`src/rtl/vga_timing_generator.sv`:
```
`default_nettype none
// ============================================================================
// Module      : vga_timing_generator
// Description : VGA raster counters, sync generation and blanked colour output.
//               Define VGA_FRAME_COUNT_EN to enable the frame counter.
// Revision    : 1.0 - initial release
// ============================================================================
module vga_timing_generator #(
  parameter int H_ACTIVE = 640,
  parameter int H_FP     = 16,
  parameter int H_SYNC   = 96,
  parameter int H_BP     = 48,
  parameter int V_ACTIVE = 480,
  parameter int V_FP     = 10,
  parameter int V_SYNC   = 2,
  parameter int V_BP     = 33
) (
  input  logic        clock25MHz,
  input  logic        reset,
  output logic [9:0]  x,
  output logic [9:0]  y,
  output logic        video_on,
  output logic        line_start,
  output logic        frame_start,
  input  logic [3:0]  red,
  input  logic [3:0]  green,
  input  logic [3:0]  blue,
  output logic [3:0]  vga_red,
  output logic [3:0]  vga_green,
  output logic [3:0]  vga_blue,
  output logic        vga_hsync,
  output logic        vga_vsync,
  output logic [15:0] frame_count
);

  localparam logic [9:0] c_h_active     = 10'(H_ACTIVE);
  localparam logic [9:0] c_h_last       = 10'(H_ACTIVE + H_FP + H_SYNC + H_BP - 1);
  localparam logic [9:0] c_h_sync_start = 10'(H_ACTIVE + H_FP);
  localparam logic [9:0] c_h_sync_end   = 10'(H_ACTIVE + H_FP + H_SYNC - 1);
  localparam logic [9:0] c_v_active     = 10'(V_ACTIVE);
  localparam logic [9:0] c_v_last       = 10'(V_ACTIVE + V_FP + V_SYNC + V_BP - 1);
  localparam logic [9:0] c_v_sync_start = 10'(V_ACTIVE + V_FP);
  localparam logic [9:0] c_v_sync_end   = 10'(V_ACTIVE + V_FP + V_SYNC - 1);

  logic [9:0] r_h_count;
  logic [9:0] r_v_count;
  logic       w_h_last;
  logic       w_v_last;
  logic       w_hsync_raw;
  logic       w_vsync_raw;

  assign w_h_last = (r_h_count == c_h_last);
  assign w_v_last = (r_v_count == c_v_last);

  always_ff @(posedge clock25MHz or negedge reset) begin
    if (!reset) begin
      r_h_count <= '0;
      r_v_count <= '0;
    end else if (w_h_last) begin
      r_h_count <= '0;
      r_v_count <= w_v_last ? 10'd0 : r_v_count + 10'd1;
    end else begin
      r_h_count <= r_h_count + 10'd1;
    end
  end

  assign x           = r_h_count;
  assign y           = r_v_count;
  assign video_on    = (r_h_count < c_h_active) && (r_v_count < c_v_active);
  assign line_start  = (r_h_count == 10'd0);
  assign frame_start = (r_h_count == 10'd0) && (r_v_count == 10'd0);

  assign w_hsync_raw = !((r_h_count >= c_h_sync_start) && (r_h_count <= c_h_sync_end));
  assign w_vsync_raw = !((r_v_count >= c_v_sync_start) && (r_v_count <= c_v_sync_end));

  // Sync and colour share one register stage so they stay aligned at the DAC
  always_ff @(posedge clock25MHz or negedge reset) begin
    if (!reset) begin
      vga_red   <= '0;
      vga_green <= '0;
      vga_blue  <= '0;
      vga_hsync <= 1'b1;
      vga_vsync <= 1'b1;
    end else begin
      vga_red   <= video_on ? red   : 4'd0;
      vga_green <= video_on ? green : 4'd0;
      vga_blue  <= video_on ? blue  : 4'd0;
      vga_hsync <= w_hsync_raw;
      vga_vsync <= w_vsync_raw;
    end
  end

`ifdef VGA_FRAME_COUNT_EN
  logic [15:0] r_frame_count;

  always_ff @(posedge clock25MHz or negedge reset) begin
    if (!reset) begin
      r_frame_count <= '0;
    end else if (w_h_last && w_v_last) begin
      r_frame_count <= r_frame_count + 16'd1;
    end
  end

  assign frame_count = r_frame_count;
`else
  assign frame_count = '0;
`endif

endmodule
`default_nettype wire

```
`config.mk`:
```
export PLATFORM = sky130hd
export DESIGN_NAME = vga_timing_generator
export DESIGN_NICKNAME = d
export VERILOG_FILES = /design/src/rtl/vga_timing_generator.sv
export SDC_FILE = /design/constraint.sdc
export NUM_CORES = 1
export LEC_CHECK = 0
export ABC_AREA = 1
export CAP_MARGIN = 30
export CORE_AREA = 4 4 91 93
export CTS_BUF_LIST = sky130_fd_sc_hd__clkbuf_2 sky130_fd_sc_hd__clkbuf_4 sky130_fd_sc_hd__clkbuf_8
export DETAILED_ROUTE_END_ITERATION = 8
export DIE_AREA = 0 0 95 97
export HOLD_SLACK_MARGIN = 0.12
export PLACE_DENSITY = 0.47
export SLEW_MARGIN = 40
export SYNTH_ARGS = -nofsm -noshare
export SYNTH_HDL_FRONTEND = slang
export SYNTH_SLANG_ARGS = --single-unit
```
`constraint.sdc`:
```
create_clock -name clock25MHz -period 3.6 [get_ports clock25MHz]
set_clock_uncertainty 0.2 [all_clocks]
set_input_delay 0.54 -clock clock25MHz [delete_from_list [all_inputs] [get_ports clock25MHz]]
set_output_delay 0.54 -clock clock25MHz [all_outputs]
set_load 0.005 [all_outputs]
```
==> results of run 1 <==
## cell usage after synthesis, drive strengths merged
| cell | number |
|---|---|
| o2111ai | 1 |
| buf | 18 |
| nand2 | 31 |
| nand3 | 13 |
| conb | 1 |
| nor3 | 3 |
| xor2 | 7 |
| ha | 4 |
| o211ai | 1 |
| o21ai | 9 |
| dfstp | 2 |
| dfrtp | 32 |
| clkinv | 1 |
| inv | 47 |
| a21oi | 3 |
| nor2 | 36 |
| nand4 | 13 |
| nor4 | 1 |
| nand3b | 1 |
## worst max-delay path by stage
stage / slack (ns) / to / cells past startpoint / start
2_1_floorplan: 1.80 / video_on / 6 / y[5]
3_3_place_gp: 1.19 / frame_start / 4 / x[7]
3_5_place_dp: 1.18 / frame_start / 4 / x[7]
4_1_cts: 0.86 / frame_start / 4 / x[7]
5_1_grt: 0.75 / frame_start / 4 / x[6]
6_report: 0.86 / frame_start / 4 / x[7]
## placed cells by master, fill, tap and decap left out
master,n
sky130_fd_sc_hd__dfrtp_1,32
sky130_fd_sc_hd__nand2_1,31
sky130_fd_sc_hd__nor2_2,1
sky130_fd_sc_hd__clkbuf_8,6
sky130_fd_sc_hd__conb_1,16
sky130_fd_sc_hd__nand4_4,1
sky130_fd_sc_hd__nand4_2,1
sky130_fd_sc_hd__nand3b_1,1
sky130_fd_sc_hd__clkbuf_4,1
sky130_fd_sc_hd__nand3_1,12
sky130_fd_sc_hd__o21ai_0,9
sky130_fd_sc_hd__dfstp_2,2
sky130_fd_sc_hd__nor3_1,2
sky130_fd_sc_hd__inv_2,2
sky130_fd_sc_hd__nor4_1,1
sky130_fd_sc_hd__buf_4,1
sky130_fd_sc_hd__ha_1,4
sky130_fd_sc_hd__nand4_1,11
sky130_fd_sc_hd__a21oi_1,3
sky130_fd_sc_hd__clkinv_2,1
sky130_fd_sc_hd__nand3_2,1
sky130_fd_sc_hd__clkdlybuf4s50_1,49
sky130_fd_sc_hd__inv_1,45
sky130_fd_sc_hd__o2111ai_1,1
sky130_fd_sc_hd__xor2_1,7
sky130_fd_sc_hd__o211ai_1,1
sky130_fd_sc_hd__nor3_2,1
sky130_fd_sc_hd__nor2_4,1
sky130_fd_sc_hd__dlygate4sd3_1,1
sky130_fd_sc_hd__clkinv_1,1
sky130_fd_sc_hd__nor2_1,34
## state kept, by name (all words and copies together) (netlist names)
register   flops
vga_blue       4
vga_green      4
vga_hsync      1
vga_red        4
vga_vsync      1
x             10
y             10
## worst max-delay path, delay by kind of cell, from the launching register on
family,cells,cell delay [ns]
and+or+nand+nor,3,0.71
DFF,1,0.43
buffers and inverters,1,0.57
## layout make-up
class,instances,area [um^2],area share
multi-input combinational,139,716,0.289
clock buffer,7,90.1,0.0363
tap,102,128,0.0515
inverter,48,180,0.0727
sequential,34,853,0.344
timing repair buffer,51,508,0.205
clock inverter,1,5.00,0.00202
## routing by layer
metal,share of wire,vias up
li1,-,765
met1,0.44,670
met2,0.44,54
met3,0.097,10
met4,0.019,0
met5,0,-
## power groups by stage
stage | clock network [W] | logic [W] | registers, W
finish | 0.000303 | 0.0000468 | 0.000391
global route | 0.000333 | 0.0000529 | 0.000391
CTS | 0.000316 | 0.0000468 | 0.000391
detailed placement | 0 | 0.0000466 | 0.000398
global placement | 0 | 0.0000467 | 0.000398
floorplan | 0 | 0.0000215 | 0.000399
## cells by family after synthesis
group / after synthesis
AOI/OAI and AO/OA: 14
buffers and inverters: 66
xor gates and xnor gates: 7
and+or+nand+nor: 98
adders and majority gates: 4
other: 1
DFF: 34
## through the flow
| step | utilization | std cells | hold slack (ns) | area, um^2 | power, W |
|---|---|---|---|---|---|
| 2_1_floorplan | - | 239 | 0.0444 | 1890 | 0.000420 |
| 5_1_grt | 0.329 | 382 | 0.386 | 2480 | 0.000777 |
| 3_5_place_dp | 0.315 | 373 | 0.337 | 2370 | 0.000444 |
| 3_3_place_gp | 0.315 | 373 | 0.320 | 2370 | 0.000444 |
| 6_report | 0.329 | 382 | 0.356 | 2480 | 0.000740 |
| 4_1_cts | 0.328 | 381 | 0.180 | 2470 | 0.000754 |
==> reports/summary.json, run 1 <==
{
  "route": {
    "first_iter_violations": 50,
    "routed_via_density": 3.92,
    "first_pass_iters": 4,
    "drc_errors": 0,
    "routed_wire_length_um": 4400,
    "detailroute.via_count": 1499,
    "final_antenna_net_count": 0,
    "post_drt_wl_per_cell_um": 11.5
  },
  "sta": {
    "timing_max_transition_violations_final": 0,
    "clock.fmax_mhz": 365,
    "setup_repair_after_global_routing_missed_its_margin": "false",
    "period_needed_ns": 2.74,
    "crit_share_post_route": 0.761,
    "finalHoldViolations": 0,
    "timing.final.setup_violations": 0,
    "worst_slack_ns": 0.860,
    "tns_ns": 0
  },
  "clocking": {
    "cts_root_buf": "sky130_fd_sc_hd__clkbuf_8",
    "number_of_buffers_on_the_longest_clock_path": 2,
    "cts_buffers": 5,
    "post_cts_resized": 0,
    "htree_levels": 2,
    "post-cts-setup-buffer-count": 0,
    "postCtsHoldBufs": 0,
    "clock_tree_from_tritoncts": "yes",
    "clock-sinks": 34,
    "cts.reportedPaths.clkPinSlew_ns": 0.07,
    "clk_lat_worst_skew_ns": 0.28
  },
  "synth": {
    "synth_top_family_by_area": "simple AND/OR/NAND/NOR gates",
    "synth_top_cell_area_share": 0.437,
    "synth_adder_area_share": 0.0273,
    "simple_gate_fraction_of_synth_area": 0.255,
    "synthMuxAreaShare": 0,
    "leading_cell_types_by_total_area_after_synthesis": "sky130_fd_sc_hd__dfrtp_1 (44%), sky130_fd_sc_hd__inv_1 (9.2%), sky130_fd_sc_hd__buf_4 (7.0%)",
    "synth_top_area_cell": "sky130_fd_sc_hd__dfrtp_1",
    "seq_area_frac_synth": 0.466,
    "netlist_instances": 224,
    "postSynthAreaPerCell_um2": 8.18,
    "syn-cell-area_mm2": 0.00183,
    "number_of_different_library_cells_in_the_post_synthesis_netlist": 27,
    "ys_ff_latch": 34,
    "synth-warning-count": 0,
    "complex_gate_fraction_of_the_synthesized_area": 0.0417,
    "synth_xor_xnor_area_share": 0.0335
  },
  "min_path": {
    "holdPathEnd": "x[0]",
    "hold_path_depth": 1,
    "hold_start": "x[0]",
    "min-delay-path-class": "flip-flop to flip-flop"
  },
  "final_layout": {
    "final_nets": 297,
    "syn_to_final_growth_pct": 35.4,
    "antenna_cells": 0,
    "layout-drive-gt1-share": 0.0679,
    "layout.filler_cells": 849
  },
  "floorplan": {
    "dieWidth_um": 95,
    "die_h_um": 97,
    "placement_rows": 32,
    "number_of_placed_i_o_pins": 67,
    "initial_core_util": 0.243,
    "dieArea_mm2": 0.00922,
    "fp.coreArea_mm2": 0.00753
  },
  "setup_path": {
    "worst_ep_required_time_ns": 2.86,
    "worst_setup_path_end_kind": "output port",
    "critical_path.max_stage_delay_ns": 0.57,
    "r2r-start": "x[0]",
    "ff2ff_setup_slack_ns": 1.88,
    "slowest_stage": "sky130_fd_sc_hd__clkdlybuf4s50_1",
    "critPathKind": "flip-flop to output port",
    "critical_path.cell_chain": "nor2_2, nand4_1, nor4_1, clkdlybuf4s50_1",
    "r2r_cells": 5,
    "worst_setup_path_start_kind": "flip-flop",
    "timing.critical_path.arrival_ns": 2.00,
    "path_max_fanout": 5,
    "r2r_end": "x[6]"
  },
  "global_route": {
    "grt_pass1_wl_um": 7220,
    "globalRoute.busiestLayer": "met2",
    "grt_start_max_net_pins": 35,
    "groute.layer.met2.usage": 0.151,
    "vias_in_the_first_global_route": 1483,
    "antenna_found_initial": 0,
    "grt_util_all_layers": 0.0997,
    "grtUsageMet1": 0.125,
    "grt_overflow_total": 0,
    "grt_use_met3": 0.0404
  },
  "place": {
    "place_hpwl_um": 3310,
    "detailedPlace.worstSlack_ns": 1.18,
    "port-buffer-count": 50,
    "gp_routability_congestion": 0.796
  },
  "power_and_ir_drop": {
    "cellPowerDensity_mw_per_mm2": 298,
    "clkPwrFrac": 0.409,
    "power.static_leakage_nw": 1.19,
    "share_comb_of_total_power": 0.063,
    "cellInternalPower_w": 0.000577,
    "power.share.sequential": 0.528,
    "max-vdd-ir-drop_uv": 143,
    "swShare": 0.220,
    "switching_power_w": 0.000163
  },
  "run_status": {
    "run_status": "finished clean"
  },
  "run": {
    "max_cap_violations": 0
  }
}
No activity file was read; power rests on OpenSTA's default activity.
==> run 2: changes to the inputs <==
--- a/config.mk
+++ b/config.mk
@@ -12,7 +12,7 @@
 export DETAILED_ROUTE_END_ITERATION = 8
 export DIE_AREA = 0 0 95 97
 export HOLD_SLACK_MARGIN = 0.12
-export PLACE_DENSITY = 0.47
+export PLACE_DENSITY = 0.49
 export SLEW_MARGIN = 40
 export SYNTH_ARGS = -nofsm -noshare
 export SYNTH_HDL_FRONTEND = slang
==> constraint.sdc (replaced) <==
create_clock -name clock25MHz -period 2.5 [get_ports clock25MHz]
set_clock_uncertainty 0.2 [all_clocks]
set_input_delay 0.375 -clock clock25MHz [delete_from_list [all_inputs] [get_ports clock25MHz]]
set_output_delay 0.375 -clock clock25MHz [all_outputs]
set_load 0.005 [all_outputs]
==> run 2 against run 1 <==
  * Global-route usage up 0.15 points
  * Worst setup slack lost 0.72 ns
  * Total power grew 42%
  * Via count is 4.5% higher
  * Clock power is 39% higher
  * Critical path type unchanged
  * Cell count grew 1.8%
==> reports/summary.json, run 2 (synthesized netlist as in run 1, its figures left out) <==
{
  "place": {
    "port-buffer-count": {"value": 50, "change": "unchanged"},
    "place_hpwl": {"value": 3500, "unit": "um", "change": "was 3310 um"},
    "gp_routability_congestion": {"value": 0.856, "change": "was 0.796"},
    "detailedPlace.worstSlack": {"value": 0.223, "unit": "ns", "change": "was 1.18 ns"},
    "post-place-cells": {"value": 381, "change": "was 373"},
    "dpl-instance-area": {"value": 0.00243, "unit": "mm^2", "change": "was 0.00237 mm^2"}
  },
  "sta": {
    "timing_max_transition_violations_final": {"value": 0, "change": "unchanged"},
    "period_needed_ns": 2.36,
    "timing.final.setup_violations": {"value": 0, "change": "unchanged"},
    "tns": {"value": 0, "unit": "ns", "change": "unchanged"},
    "worst_slack": {"value": 0.145, "unit": "ns", "change": "was 0.860 ns"},
    "clock.fmax_mhz": 425,
    "holdWs": {"value": 0.326, "unit": "ns", "change": "was 0.356 ns"},
    "crit_share_post_route": 0.942,
    "setup_repair_after_global_routing_missed_its_margin": {"value": "false", "change": "unchanged"},
    "finalHoldViolations": {"value": 0, "change": "unchanged"}
  },
  "setup_path": {
    "ff2ff_setup_slack": {"value": 0.80, "unit": "ns", "change": "was 1.88 ns"},
    "r2r_end": {"value": "y[0]", "change": "was x[6]"},
    "path_max_fanout": {"value": 5, "change": "unchanged"},
    "timing.critical_path.arrival": {"value": 1.78, "unit": "ns", "change": "was 2.00 ns"},
    "worst_setup_path_start_kind": {"value": "flip-flop", "change": "unchanged"},
    "r2r-start": {"value": "x[0]", "change": "unchanged"},
    "worst_setup_path_end_kind": {"value": "output port", "change": "unchanged"},
    "critPathKind": {"value": "flip-flop to output port", "change": "unchanged"},
    "r2r_cells": {"value": 7, "change": "was 5"},
    "worst_ep_required_time": {"value": 1.92, "unit": "ns", "change": "was 2.86 ns"}
  },
  "run": {
    "max_cap_violations": {"value": 0, "change": "unchanged"}
  },
  "final_layout": {
    "layout-drive-gt1-share": {"value": 0.101, "change": "was 0.0679"},
    "antenna_cells": {"value": 0, "change": "unchanged"},
    "fin_cells": {"value": 389, "change": "was 382"},
    "final_common_cell": {"value": "sky130_fd_sc_hd__clkdlybuf4s50_1", "change": "unchanged"},
    "finish.instance_area": {"value": 0.00254, "unit": "mm^2", "change": "was 0.00248 mm^2"},
    "mostFrequentLayoutCells": {"value": "sky130_fd_sc_hd__clkdlybuf4s50_1 (48), sky130_fd_sc_hd__inv_1 (45), sky130_fd_sc_hd__nor2_1 (32), sky130_fd_sc_hd__dfrtp_1 (32), sky130_fd_sc_hd__nand2_1 (31)", "change": "was sky130_fd_sc_hd__clkdlybuf4s50_1 (49), sky130_fd_sc_hd__inv_1 (45), sky130_fd_sc_hd__nor2_1 (34), sky130_fd_sc_hd__dfrtp_1 (32), sky130_fd_sc_hd__nand2_1 (31)"},
    "final_nets": {"value": 305, "change": "was 297"},
    "syn_to_final_growth": {"value": 38.9, "unit": "%", "change": "was 35.4%"}
  },
  "floorplan": {
    "dieArea": {"value": 0.00922, "unit": "mm^2", "change": "unchanged"},
    "dieWidth": {"value": 95, "unit": "um", "change": "unchanged"},
    "placement_rows": {"value": 32, "change": "unchanged"},
    "fp.coreArea": {"value": 0.00753, "unit": "mm^2", "change": "unchanged"},
    "die_h": {"value": 97, "unit": "um", "change": "unchanged"},
    "initial_core_util": {"value": 0.243, "change": "unchanged"},
    "number_of_placed_i_o_pins": {"value": 67, "change": "unchanged"}
  },
  "power_and_ir_drop": {
    "cellPowerDensity": {"value": 413, "unit": "mW/mm^2", "change": "was 298 mW/mm^2"},
    "max-vdd-ir-drop": {"value": 279, "unit": "uV", "change": "was 143 uV"},
    "power.static_leakage": {"value": 1.23, "unit": "nW", "change": "was 1.19 nW"}
  },
  "route": {
    "detailroute.via_count": {"value": 1566, "change": "was 1499"},
    "drc_errors": {"value": 0, "change": "unchanged"},
    "final_antenna_net_count": {"value": 0, "change": "unchanged"},
    "routed_via_density": {"value": 4.03, "change": "was 3.92"},
    "routed_wire_length": {"value": 4460, "unit": "um", "change": "was 4400 um"},
    "post_drt_wl_per_cell": {"value": 11.5, "unit": "um", "change": "about the same"},
    "first_pass_iters": {"value": 4, "change": "unchanged"},
    "first_iter_violations": {"value": 49, "change": "was 50"}
  },
  "global_route": {
    "grt_overflow_total": {"value": 0, "change": "unchanged"},
    "grt_use_met3": {"value": 0.0435, "change": "was 0.0404"},
    "antenna_found_initial": {"value": 0, "change": "unchanged"},
    "groute.layer.met2.usage": {"value": 0.162, "change": "was 0.151"},
    "grt_util_all_layers": {"value": 0.101, "change": "was 0.0997"},
    "globalRoute.busiestLayer": {"value": "met2", "change": "unchanged"},
    "vias_in_the_first_global_route": {"value": 1523, "change": "was 1483"},
    "grt_pass1_wl": {"value": 7290, "unit": "um", "change": "was 7220 um"},
    "grtUsageMet1": {"value": 0.121, "change": "was 0.125"},
    "grt_start_max_net_pins": {"value": 35, "change": "unchanged"}
  },
  "clocking": {
    "htree_levels": {"value": 2, "change": "unchanged"},
    "clock-sinks": {"value": 34, "change": "unchanged"},
    "number_of_buffers_on_the_longest_clock_path": {"value": 2, "change": "unchanged"},
    "cts_buffers": {"value": 5, "change": "unchanged"},
    "cts_root_buf": {"value": "sky130_fd_sc_hd__clkbuf_8", "change": "unchanged"},
    "cts.reportedPaths.clkPinSlew": {"value": 0.07, "unit": "ns", "change": "about the same"},
    "clock_tree_from_tritoncts": {"value": "yes", "change": "unchanged"},
    "clk_lat_worst_skew": {"value": 0.28, "unit": "ns", "change": "about the same"}
  },
  "min_path": {
    "hold_path_depth": {"value": 2, "change": "was 1"},
    "holdPathEnd": {"value": "vga_vsync", "change": "was x[0]"},
    "hold_start": {"value": "y[9]", "change": "was x[0]"},
    "min-delay-path-class": {"value": "flip-flop to flip-flop", "change": "unchanged"}
  },
  "run_status": {
    "run_status": {"value": "finished clean", "change": "unchanged"}
  }
}
-- run 2: cell count changes in the layout (fill, tap and decap cells not counted), sizes merged --
cell | before | now
dlygate4sd2 | 0 | 1
buf | 1 | 9
clkinv | 2 | 1
clkdlybuf4s50 | 49 | 48
-- run 2: repair_timing --
action | CTS | global route
setup endpoints to repair | 1 | 1
buffers inserted | 0 | 0
endpoints found under the hold margin | 32 | 0
resized for setup | 2 | 2
hold buffers | 1 | 0
-- run 2: how the worst max path moves through the flow --
stage,startpoint,end
after floorplan,y[5],video_on
after global placement,y[0],frame_start
after detailed placement,y[0],frame_start
after CTS,x[0],line_start
after global routing,x[0],line_start
final,y[5],video_on
-- run 2: layout make-up --
| class | instances | area [um^2] |
|---|---|---|
| Fill cell | 836 | 4980 |
| Sequential cell | 34 | 853 |
| Multi-Input combinational cell | 139 | 727 |
| Timing Repair Buffer | 59 | 567 |
| Inverter | 48 | 180 |
| Tap cell | 102 | 128 |
| Clock buffer | 7 | 90.1 |
-- run 2: through the flow --
| stage | utilization | total power, W |
|---|---|---|
| after floorplan | - | 0.000605 |
| after global placement | 0.323 | 0.000640 |
| after detailed placement | 0.323 | 0.000639 |
| after CTS | 0.337 | 0.00108 |
| after global routing | 0.338 | 0.00111 |
| final | 0.338 | 0.00105 |
-- run 2: layer usage --
layer	share of wire	vias up
li1	-	781
met1	0.44	717
met2	0.46	62
met3	0.098	6
met4	0.0099	0
met5	0	-
-- run 2: where the power goes --
part | total (W) | switching [W] | internal, W
combinational | 0.0000669 | 0.0000286 | 0.0000383
clock | 0.000422 | 0.000193 | 0.000229
sequential | 0.000562 | 0.00000254 | 0.000560
-- run 2: worst max-delay path, stage by stage (launching register included) --
cell	delay (ns)
sky130_fd_sc_hd__dfrtp_1	0.41
sky130_fd_sc_hd__inv_1	0.10
sky130_fd_sc_hd__nor3_2	0.28
sky130_fd_sc_hd__inv_1	0.11
sky130_fd_sc_hd__nand4_2	0.11
sky130_fd_sc_hd__inv_1	0.05
sky130_fd_sc_hd__clkdlybuf4s50_1	0.44
==> run 3: changes to the inputs <==
--- a/config.mk
+++ b/config.mk
@@ -7,12 +7,12 @@
 export LEC_CHECK = 0
 export ABC_AREA = 1
 export CAP_MARGIN = 30
-export CORE_AREA = 4 4 91 93
+export CORE_AREA = 4 4 78 80
 export CTS_BUF_LIST = sky130_fd_sc_hd__clkbuf_2 sky130_fd_sc_hd__clkbuf_4 sky130_fd_sc_hd__clkbuf_8
 export DETAILED_ROUTE_END_ITERATION = 8
-export DIE_AREA = 0 0 95 97
+export DIE_AREA = 0 0 82 84
 export HOLD_SLACK_MARGIN = 0.12
-export PLACE_DENSITY = 0.49
+export PLACE_DENSITY = 0.69
 export SLEW_MARGIN = 40
 export SYNTH_ARGS = -nofsm -noshare
 export SYNTH_HDL_FRONTEND = slang
==> run 3 against run 2 <==
  * Sequential share of layout area is 0.37 points higher
  * Critical path type unchanged
  * Maximum frequency down 1.4%
  * Highest routed layer unchanged
  * Clock power up 48%
  * Largest cell class unchanged
  * Critical endpoint is now line_start
==> reports/summary.json, run 3 (synthesized netlist as in run 1, its figures left out) <==
{
  "run_status": {
    "run_status": {"value": "finished clean", "change": "unchanged"}
  },
  "clocking": {
    "cts.reportedPaths.clkPinSlew": {"value": 0.07, "unit": "ns", "change": "about the same"},
    "clock-sinks": {"value": 34, "change": "unchanged"},
    "number_of_buffers_on_the_longest_clock_path": {"value": 2, "change": "unchanged"},
    "clk_lat_worst_skew": {"value": 0.28, "unit": "ns", "change": "about the same"},
    "clock_tree_from_tritoncts": {"value": "yes", "change": "unchanged"},
    "cts_root_buf": {"value": "sky130_fd_sc_hd__clkbuf_8", "change": "unchanged"},
    "post-cts-setup-buffer-count": {"value": 0, "change": "unchanged"},
    "htree_levels": {"value": 2, "change": "unchanged"},
    "cts_buffers": {"value": 5, "change": "unchanged"}
  },
  "route": {
    "first_iter_violations": {"value": 153, "change": "was 49"},
    "routed_via_density": {"value": 4.37, "change": "was 4.03"},
    "final_antenna_net_count": {"value": 0, "change": "unchanged"},
    "post_drt_wl_per_cell": {"value": 11.2, "unit": "um", "change": "was 11.5 um"},
    "detailroute.via_count": {"value": 1551, "change": "was 1566"},
    "first_pass_iters": {"value": 5, "change": "was 4"},
    "drc_errors": {"value": 0, "change": "unchanged"},
    "routed_wire_length": {"value": 3990, "unit": "um", "change": "was 4460 um"}
  },
  "power_and_ir_drop": {
    "cellPowerDensity": {"value": 498, "unit": "mW/mm^2", "change": "was 413 mW/mm^2"},
    "power.static_leakage": {"value": 1.23, "unit": "nW", "change": "about the same"},
    "max-vdd-ir-drop": {"value": 285, "unit": "uV", "change": "was 279 uV"}
  },
  "place": {
    "port-buffer-count": {"value": 50, "change": "unchanged"},
    "place_hpwl": {"value": 3140, "unit": "um", "change": "was 3500 um"},
    "dpl-instance-area": {"value": 0.00237, "unit": "mm^2", "change": "was 0.00243 mm^2"},
    "gp_routability_congestion": {"value": 0.870, "change": "was 0.856"},
    "detailedPlace.worstSlack": {"value": 0.216, "unit": "ns", "change": "was 0.223 ns"}
  },
  "setup_path": {
    "worst_setup_path_start_kind": {"value": "flip-flop", "change": "unchanged"},
    "critPathKind": {"value": "flip-flop to output port", "change": "unchanged"},
    "worst_ep_required_time": {"value": 1.92, "unit": "ns", "change": "about the same"},
    "r2r_cells": {"value": 5, "change": "was 7"},
    "path_max_fanout": {"value": 5, "change": "unchanged"},
    "worst_setup_path_end_kind": {"value": "output port", "change": "unchanged"},
    "timing.critical_path.arrival": {"value": 1.81, "unit": "ns", "change": "was 1.78 ns"}
  },
  "final_layout": {
    "final_common_cell": {"value": "sky130_fd_sc_hd__clkdlybuf4s50_1", "change": "unchanged"},
    "syn_to_final_growth": {"value": 37.4, "unit": "%", "change": "was 38.9%"},
    "final_nets": {"value": 300, "change": "was 305"},
    "finish.instance_area": {"value": 0.00252, "unit": "mm^2", "change": "was 0.00254 mm^2"},
    "mostFrequentLayoutCells": {"value": "sky130_fd_sc_hd__clkdlybuf4s50_1 (49), sky130_fd_sc_hd__inv_1 (45), sky130_fd_sc_hd__nor2_1 (34), sky130_fd_sc_hd__dfrtp_1 (32), sky130_fd_sc_hd__nand2_1 (31)", "change": "was sky130_fd_sc_hd__clkdlybuf4s50_1 (48), sky130_fd_sc_hd__inv_1 (45), sky130_fd_sc_hd__nor2_1 (32), sky130_fd_sc_hd__dfrtp_1 (32), sky130_fd_sc_hd__nand2_1 (31)"},
    "antenna_cells": {"value": 0, "change": "unchanged"},
    "layout.filler_cells": {"value": 527, "change": "was 836"},
    "finish.utilization": {"value": 0.466, "change": "was 0.338"},
    "layout-drive-gt1-share": {"value": 0.0813, "change": "was 0.101"}
  },
  "floorplan": {
    "dieArea": {"value": 0.00689, "unit": "mm^2", "change": "was 0.00922 mm^2"},
    "placement_rows": {"value": 27, "change": "was 32"},
    "die_h": {"value": 84, "unit": "um", "change": "was 97 um"},
    "fp.coreArea": {"value": 0.00541, "unit": "mm^2", "change": "was 0.00753 mm^2"},
    "number_of_placed_i_o_pins": {"value": 67, "change": "unchanged"},
    "initial_core_util": {"value": 0.339, "change": "was 0.243"},
    "dieWidth": {"value": 82, "unit": "um", "change": "was 95 um"}
  },
  "sta": {
    "holdWs": {"value": 0.294, "unit": "ns", "change": "was 0.326 ns"},
    "period_needed": {"value": 2.39, "unit": "ns", "change": "was 2.36 ns"},
    "crit_share_post_route": {"value": 0.956, "change": "was 0.942"},
    "clock.fmax": {"value": 419, "unit": "MHz", "change": "was 425 MHz"},
    "setup_repair_after_global_routing_missed_its_margin": {"value": "false", "change": "unchanged"},
    "worst_slack": {"value": 0.111, "unit": "ns", "change": "was 0.145 ns"},
    "timing_max_transition_violations_final": {"value": 0, "change": "unchanged"},
    "tns": {"value": 0, "unit": "ns", "change": "unchanged"},
    "timing.final.setup_violations": {"value": 0, "change": "unchanged"},
    "finalHoldViolations": {"value": 0, "change": "unchanged"}
  },
  "global_route": {
    "grt_pass1_wl": {"value": 6470, "unit": "um", "change": "was 7290 um"},
    "grt_util_all_layers": {"value": 0.123, "change": "was 0.101"},
    "grt_overflow_total": {"value": 0, "change": "unchanged"},
    "antenna_found_initial": {"value": 0, "change": "unchanged"},
    "grt_start_max_net_pins": {"value": 35, "change": "unchanged"},
    "vias_in_the_first_global_route": {"value": 1469, "change": "was 1523"}
  },
  "run": {
    "max_cap_violations": {"value": 0, "change": "unchanged"}
  },
  "min_path": {
    "min-delay-path-class": {"value": "input pin to async pin", "change": "was flip-flop to flip-flop"}
  }
}
[run 3: power breakdown]
group          internal, W  leakage (nW)  switching (W)
clock             0.000425        0.0714       0.000199
combinational    0.0000387         0.731      0.0000283
sequential        0.000560         0.426     0.00000237
total              0.00102          1.23       0.000229
[run 3: worst max-delay path, cell delays in order (launching register included)]
cell	delay [ns]
sky130_fd_sc_hd__dfrtp_1	0.43
sky130_fd_sc_hd__nor2_2	0.24
sky130_fd_sc_hd__nand4_1	0.18
sky130_fd_sc_hd__nor2_1	0.16
sky130_fd_sc_hd__clkdlybuf4s50_1	0.52
[run 3: area by class of cell]
class / instances / area [um^2] / share of cell area
repair buffers: 54 / 529 / 0.210
multi-input cells: 139 / 722 / 0.287
well taps: 72 / 90.1 / 0.0358
clock inverters: 2 / 60.1 / 0.0239
flip-flops and latches: 34 / 853 / 0.339
clock buffers: 6 / 82.6 / 0.0328
inverters: 48 / 180 / 0.0716
[run 3: timing repair]
item	in CTS	in global routing
hold buffers	0	0
gates resized for setup	2	0
endpoints found under the setup margin	1	0
[run 3: worst paths after layout]
check,from,end,slack (ns)
max in group asynchronous,reset,vga_hsync,1.48
worst max-delay path,x[7],line_start,0.11
worst min register to register,x[0],x[0],0.35
worst max register to register,x[0],x[6],0.80
worst min-delay path,reset,y[5],0.29
min in group clock25MHz,x[0],x[0],0.35
[run 3: routing by layer]
layer | routed length, um | vias up | track usage
met1 | 1540 | 694 | 0.136
met2 | 1930 | 73 | 0.197
li1 | - | 777 | -
met3 | 462 | 7 | 0.0648
met5 | 0 | - | 0
met4 | 58 | 0 | 0.0438
[run 3: stage by stage]
step | cells | power [W]
after CTS | 355 | 0.00127
after detailed placement | 347 | 0.000641
final | 355 | 0.00125
after floorplan | 239 | 0.000605
after global routing | 355 | 0.00131
after global placement | 347 | 0.000640
